`src/rtl/pipe_skid_reg_if.sv`:
```
// Valid/ready handshake channel carrying a payload and a control field between pipeline stages.
// The master drives valid/data/ctrl, and the slave drives ready.
interface pipe_skid_reg_if #(
  parameter int DATA_W = 32,
  parameter int CTRL_W = 8
);
  logic              valid;
  logic              ready;
  logic [DATA_W-1:0] data;
  logic [CTRL_W-1:0] ctrl;

  modport master (output valid, output data, output ctrl, input ready);
  modport slave  (input valid, input data, input ctrl, output ready);
endinterface

```
`src/rtl/pipe_skid_reg.sv`:
```
// Pipeline stage register with a 2-entry skid buffer, a registered ready and a synchronous flush.
// Define PIPE_SKID_STALL_CNT_EN to add the saturating stall_cnt output.
module pipe_skid_reg #(
  parameter int DATA_W = 32,
  parameter int CTRL_W = 8
`ifdef PIPE_SKID_STALL_CNT_EN
  , parameter int CNT_W = 16
`endif
) (
  input  logic clk,
  input  logic rst,
  input  logic clr,
`ifdef PIPE_SKID_STALL_CNT_EN
  output logic [CNT_W-1:0] stall_cnt,
`endif
  pipe_skid_reg_if.slave  up,
  pipe_skid_reg_if.master dn
);

  typedef enum logic [1:0] {EMPTY, ONE, FULL} state_t;

  state_t            state;
  logic              main_valid;
  logic [DATA_W-1:0] main_data;
  logic [CTRL_W-1:0] main_ctrl;
  logic              skid_valid;
  logic [DATA_W-1:0] skid_data;
  logic [CTRL_W-1:0] skid_ctrl;
  logic              ready_q;
  logic              accept;
  logic              consume;

  assign accept  = up.valid & ready_q;
  assign consume = main_valid & dn.ready;

  assign up.ready = ready_q;
  assign dn.valid = main_valid;
  assign dn.data  = main_data;
  assign dn.ctrl  = main_ctrl;

  // ready_q mirrors !skid_valid but is its own flop, so upstream never sees a combinational path from out_ready.
  always_ff @(posedge clk or posedge rst) begin
    if (rst) begin
      state      <= EMPTY;
      main_valid <= 1'b0;
      main_data  <= '0;
      main_ctrl  <= '0;
      skid_valid <= 1'b0;
      skid_data  <= '0;
      skid_ctrl  <= '0;
      ready_q    <= 1'b1;
    end else if (clr) begin
      state      <= EMPTY;
      main_valid <= 1'b0;
      main_ctrl  <= '0;
      skid_valid <= 1'b0;
      skid_ctrl  <= '0;
      ready_q    <= 1'b1;
    end else begin
      case (state)
        EMPTY: begin
          if (accept) begin
            state      <= ONE;
            main_valid <= 1'b1;
            main_data  <= up.data;
            main_ctrl  <= up.ctrl;
          end
        end
        ONE: begin
          if (accept && consume) begin
            main_data <= up.data;
            main_ctrl <= up.ctrl;
          end else if (accept) begin
            state      <= FULL;
            skid_valid <= 1'b1;
            skid_data  <= up.data;
            skid_ctrl  <= up.ctrl;
            ready_q    <= 1'b0;
          end else if (consume) begin
            state      <= EMPTY;
            main_valid <= 1'b0;
            main_ctrl  <= '0;
          end
        end
        FULL: begin
          if (consume) begin
            state      <= ONE;
            main_data  <= skid_data;
            main_ctrl  <= skid_ctrl;
            skid_valid <= 1'b0;
            skid_ctrl  <= '0;
            ready_q    <= 1'b1;
          end
        end
        default: begin
          state      <= EMPTY;
          main_valid <= 1'b0;
          main_ctrl  <= '0;
          skid_valid <= 1'b0;
          skid_ctrl  <= '0;
          ready_q    <= 1'b1;
        end
      endcase
    end
  end

`ifdef PIPE_SKID_STALL_CNT_EN
  // A flushed cycle is not a stall, even when the downstream stage was holding off.
  always_ff @(posedge clk or posedge rst) begin
    if (rst) begin
      stall_cnt <= '0;
    end else if (!clr && main_valid && !dn.ready && (stall_cnt != {CNT_W{1'b1}})) begin
      stall_cnt <= stall_cnt + CNT_W'(1);
    end
  end
`endif

endmodule

```
`src/flat_wrapper.sv`:
```
// flat-port wrapper written by rule: the top's interface ports become plain ports
module pipe_skid_reg_flat 
#(
  parameter int DATA_W = 32,
  parameter int CTRL_W = 8

)
  (clk, rst, clr, up_valid, up_data, up_ctrl, up_ready, dn_valid, dn_data, dn_ctrl, dn_ready);
  pipe_skid_reg_if #(.DATA_W(DATA_W), .CTRL_W(CTRL_W)) up_i ();
  pipe_skid_reg_if #(.DATA_W(DATA_W), .CTRL_W(CTRL_W)) dn_i ();
  input  logic clk;
  input  logic rst;
  input  logic clr;
  input wire logic [$bits(up_i.valid)-1:0] up_valid;
  input wire logic [$bits(up_i.data)-1:0] up_data;
  input wire logic [$bits(up_i.ctrl)-1:0] up_ctrl;
  output wire logic [$bits(up_i.ready)-1:0] up_ready;
  output wire logic [$bits(dn_i.valid)-1:0] dn_valid;
  output wire logic [$bits(dn_i.data)-1:0] dn_data;
  output wire logic [$bits(dn_i.ctrl)-1:0] dn_ctrl;
  input wire logic [$bits(dn_i.ready)-1:0] dn_ready;
  assign up_i.valid = up_valid;
  assign up_i.data = up_data;
  assign up_i.ctrl = up_ctrl;
  assign up_ready = up_i.ready;
  assign dn_valid = dn_i.valid;
  assign dn_data = dn_i.data;
  assign dn_ctrl = dn_i.ctrl;
  assign dn_i.ready = dn_ready;
  pipe_skid_reg #(.DATA_W(DATA_W), .CTRL_W(CTRL_W)) u_core (.clk(clk), .rst(rst), .clr(clr), .up(up_i), .dn(dn_i));
endmodule
```
`config.mk`:
```
export PLATFORM = sky130hd
export DESIGN_NAME = pipe_skid_reg_flat
export DESIGN_NICKNAME = d
export VERILOG_FILES = /design/src/rtl/pipe_skid_reg_if.sv /design/src/rtl/pipe_skid_reg.sv /design/src/flat_wrapper.sv
export SDC_FILE = /design/constraint.sdc
export NUM_CORES = 1
export LEC_CHECK = 0
export CORE_ASPECT_RATIO = 1.4
export CORE_MARGIN = 4
export CORE_UTILIZATION = 45
export CTS_CLUSTER_SIZE = 14
export DETAILED_ROUTE_END_ITERATION = 12
export PLACE_DENSITY = 0.73
export SLEW_MARGIN = 20
export SYNTH_ARGS = -nofsm -noshare
export SYNTH_HDL_FRONTEND = slang
export SYNTH_SLANG_ARGS = --single-unit
export TNS_END_PERCENT = 50
```
`constraint.sdc`:
```
create_clock -name clk -period 5.48 [get_ports clk]
set_input_delay 0.822 -clock clk [delete_from_list [all_inputs] [get_ports clk]]
set_output_delay 0.822 -clock clk [all_outputs]
set_load 0.02 [all_outputs]
```
Word-level counts from Yosys, hierarchy flattened. Index checks and enable logic that the tools add are counted.

Word-level logic and storage cells: 68. Input bits: 45. Register bits after elaboration: 84. Output and inout bits: 42.

Equal/unequal tests: 16. Bitwise operators: 4. Reduce and logical (&&, ||, !) cells: 9. Multiplexer cells: 32.

Operators with widths (number): two-way mux 32 bit (3); one-hot mux 32 bit (3 select lines) (1); two-way mux 8 bit (8); one-hot mux 8 bit (3 select lines) (2); AND reduction 4 bit (4); two-way mux 2 bit (6); != test 3 x 2 -> 1 bit, second input constant (4); AND reduction 5 bit (2); two-way mux 1 bit (9); != test 4 x 2 -> 1 bit, second input constant (2); != test 2 x 1 -> 1 bit, second input constant (3); != test 3 bit, second input constant (2); one-hot mux 1 bit (3 select lines) (2); one-hot mux 2 bit (3 select lines) (1); != test 2 bit, second input constant (2); != test 4 bit, second input constant (1); nonzero test 3 bit (1); bitwise AND 1 bit (2); == test 2 x 1 -> 1 bit, second input constant (1); == test 2 bit, second input constant (1); logical NOT 2 bit (1); inverter 1 bit (2); logical AND 1 bit (1).

Logic depth before layout (Yosys ltp).
Depth in word-level cells: 6. Depth in mapped cells: 7. Mapped depth without buffers: 4.

Worst setup path after synthesis. OpenSTA, ideal clock, no wires.

Kind: input -> register. Start point: in up_valid. End point: reg u_core.main_data[10], in the netlist u_core.dn.data[10]. Setup time: 0.125 ns. Data arrival time: 1.795 ns. Cell stages on the path: 5. Path slack: 3.560 ns. Data required time: 5.355 ns. Cells stage by stage: and3b_2 > o21ai_2 > a21oi_4 > buf_6 > mux2_4.

Word-level cells in the longest chain between the ends: 4.

Ends and longest elaborated chain: from (decl) (RTL line flat_wrapper.sv:14) `input wire logic [$bits(up_i.valid)-1:0] up_valid;`; bitwise AND 1 bit * (RTL line pipe_skid_reg.sv:33) `assign accept = up.valid & ready_q;`; logical AND 1 bit (RTL line pipe_skid_reg.sv:70) `if (accept && consume) begin`; != test 2 x 1 -> 1 bit (no line); AND reduction 5 bit (no line) *; to (signal assigned) (RTL line pipe_skid_reg.sv:65) `main_data <= up.data;`; to (signal assigned) (RTL line pipe_skid_reg.sv:71) `main_data <= up.data;`; to (signal assigned) (RTL line pipe_skid_reg.sv:88) `main_data <= skid_data;`; to (decl) (RTL line pipe_skid_reg.sv:24) `logic [DATA_W-1:0] main_data;`.

Every way passes the cells marked *; elsewhere a longest branch is shown, timed or not. A chain may end at the register's enable or synchronous reset.

Worst setup path after layout.
Start point: reg u_core.state[0]. End point: reg u_core.main_data[24], in the netlist u_core.dn.data[24].

Word-level cells in the longest chain between the ends: 3.

Ends and longest elaborated chain: from (decl) (RTL line pipe_skid_reg.sv:22) `state_t state;`; from (signal assigned) (RTL line pipe_skid_reg.sv:44) `state <= EMPTY;`; from (signal assigned) (RTL line pipe_skid_reg.sv:53) `state <= EMPTY;`; from (signal assigned) (RTL line pipe_skid_reg.sv:63) `state <= ONE;`; == test 2 bit, or another cell as far along (RTL line pipe_skid_reg.sv:60) `case (state)`; != test 2 x 1 -> 1 bit (no line) / nonzero test 3 bit (equally long branches); AND reduction 5 bit (no line).

Parallel ways exist; a longest one is shown, timed or not.

==> reports/metrics.cfg <==
[clocking]
cts.sinks = 84
ctsHoldBuffers = 0
cts.path.max_buffers = 2
cts_tree = yes
clk_pin_slew_ps = 60
ctsResizeCount = 0
insertion_delay_ps = 330
cts_buffers = 9
post_cts.repair.setup_buffers = 0
cts_root_buffer = clkbuf_16
h-tree-depth = 3

[grt]
antenna_found_initial = 0
grt_start_max_net_pins = 47
grt_usage_pct = 16.1
grt_pass1_vias = 2468
grt_pass1_wl_um = 12500
grt-ovfl-total = 0

[logic_synthesis]
async_flop_share_pct = 100
synth_area_leaders = dfrtp_1 (55%), mux2_2 (24%), a22o_1 (5.5%)
synth-simple-area-share_pct = 2.66
synth_top_area_share_pct = 54.5
synthXorXnorAreaFrac_pct = 0
synth_nets = 302
yosysMostFrequentCell = dfrtp_1
yosysTopAreaCell = dfrtp_1
synth_top_family_by_area = multiplexers
synth_compound_area_share_pct = 8.80
synth-seq-area-share_pct = 55.2
synth_edf_count = 0
ys_types = 32
muxShareOfSynthArea_pct = 29.4
ys_warn_count = 0
syn_area_um2 = 3810
synth_adder_area_share_pct = 0
synth_common_cells = dfrtp_1 (83), mux2_2 (82), a22o_1 (24)
synth.avg_cell_area_um2 = 14.8
synthFlopType = dfrtp_1
syn_inst = 257
synth-seq-cells = 84

[flow_run]
drv_cap = 0

[timing]
min_period_ps = 2750
rsz0062_at_grt = false
hold_viol = 0
tns_ps = 0
fin_crit_sh_pct = 50.2
slew_viol_final = 0
skew_ps = 6.70
relSlewSlack_pct = 32.8
max_freq_mhz = 363
tightest_slew_ps = 1010
holdWs_ps = 486
setup_violations = 0

[place]
place_hpwl_um = 5110
portBuffers = 86
place_congestion = 0.866
placed_area_um2 = 4680
dp_cells = 432

[floorplan]
die_height_um = 117
initial_core_util_pct = 46.5
dieArea_um2 = 10000
core_um2 = 8200
io_pins = 87
num_rows = 39
die-width_um = 85.8

[route]
routedWlPerCell_um = 17.4
vias = 2369
dr.pass1.iters = 5
drt-total-wl_um = 7800
drc = 0
antenna_left = 0
via_per_inst = 5.30
drtIter0Drc = 122

[layout]
syn_to_final_growth_pct = 29.8
final_cells = 447
layout-drive-gt1-share_pct = 34.8
layout.nets = 386
antenna_cells = 0
fillCellCount = 673
final_area_um2 = 4940

[critical_path]
critPathMaxFanout = 42
worst_ep_required_time_ps = 5690
worstSetupPathType = reg2reg
reg2reg_from = u_core.state[0]$_DFFE_PP0P_
arrival_ps = 2960
critPathLaunch = u_core.state[0]$_DFFE_PP0P_
endpoint_kind = flip-flop
cp-start-kind = flip-flop

[power_and_ir_drop]
vdd.ir_drop.worst_mv = 0.256
powerDensity_nw_per_um2 = 474
p_leak_uw = 0.00210

[min_path]
min_path_type = reg2reg
min_from = u_core.skid_data[2]$_DFFE_PP0P_

[status]
outcome = complete, no violations

report_power, final:
part	internal, uW	switching [uW]
logic	470	342
registers	862	132
clock network	302	233
through the flow:
stage / power [uW] / setup WS [ps] / util, %
after floorplan: 1470 / 2490 / -
after global placement: 1800 / 2640 / 57.1
after detailed placement: 1830 / 2620 / 57.1
after CTS: 2370 / 2710 / 60.3
after global routing: 2480 / 2600 / 60.3
final: 2340 / 2730 / 60.3
worst max-delay path, cell delays in order (launching register included):
cell	delay, ps
dfrtp_1	490
and2b_2	940
nand2_4	130
a21oi_4	190
buf_4	460
mux2_2	390
final timing paths:
check / end / slack [ps] / depth (start not counted)
max: u_core.dn.data[24]$_DFFE_PP0P_ / 2730 / 5
min: u_core.skid_data[2]$_DFFE_PP0P_ / 490 / 1
min in group asynchronous: u_core.dn.data[19]$_DFFE_PP0P_ / 890 / 2
min reg2reg: u_core.skid_data[2]$_DFFE_PP0P_ / 490 / 1
max reg2reg: u_core.dn.data[24]$_DFFE_PP0P_ / 2730 / 5
max in group asynchronous: u_core.dn.ctrl[7]$_DFFE_PP0P_ / 3560 / 3
registers in the layout (all words and copies together) (netlist names):
signal            count
u_core.skid_data     32
u_core.skid_ctrl      8
u_core.state          2
u_core.dn.data       32
u_core.up.ready       1
u_core.dn.valid       1
u_core.dn.ctrl        8
routing by layer:
metal | routed length, um | vias up | track usage (%)
met2 | 4130 | 50 | 27.6
met5 | 0 | - | 0
li1 | - | 1115 | -
met3 | 300 | 8 | 2.52
met4 | 97 | 0 | 7.07
met1 | 3270 | 1196 | 20.2
final cells by class:
type                            instances  area, um2  share of cell area, %
Sequential cell                        84       2100                   42.5
Clock buffer                           10        229                   4.63
Tap cell                              102        128                   2.58
Clock inverter                          5       30.0                  0.607
Multi-Input combinational cell        155       1560                   31.6
Inverter                                2       8.76                  0.177
Timing Repair Buffer                   89        883                   17.9
placed cells by master (no fill, tap or decap):
cell type	Yosys	final
nand3_1	3	3
nor2_1	2	2
dfstp_2	1	1
a21oi_4	1	1
mux2_4	10	10
nand4_1	1	1
a211o_1	1	1
nor3_1	1	1
and2b_2	0	1
and2_1	1	1
clkbuf_1	2	1
clkbuf_16	0	9
clkdlybuf4s50_1	0	86
nand2_1	3	3
and3b_2	1	1
a21oi_1	9	9
o21ai_0	1	1
and2_2	1	1
nor2_4	0	1
dfrtp_1	83	83
a21oi_2	1	1
nand3b_1	1	1
inv_1	2	1
buf_4	4	3
o21ba_2	1	1
a21o_1	1	1
nand2_4	1	1
o21ai_2	1	1
mux2_2	82	82
clkinv_2	0	4
o21bai_1	2	2
mux2_1	4	4
a22o_1	24	24
clkinvlp_4	0	2
cell families after synthesis:
group / Yosys count
buffers and inverters: 18
multiplexers: 96
AND/OR/NAND/NOR: 17
AO/OA/AOI/OAI: 42
flip-flops: 84
(Power assumes the default switching activity.)
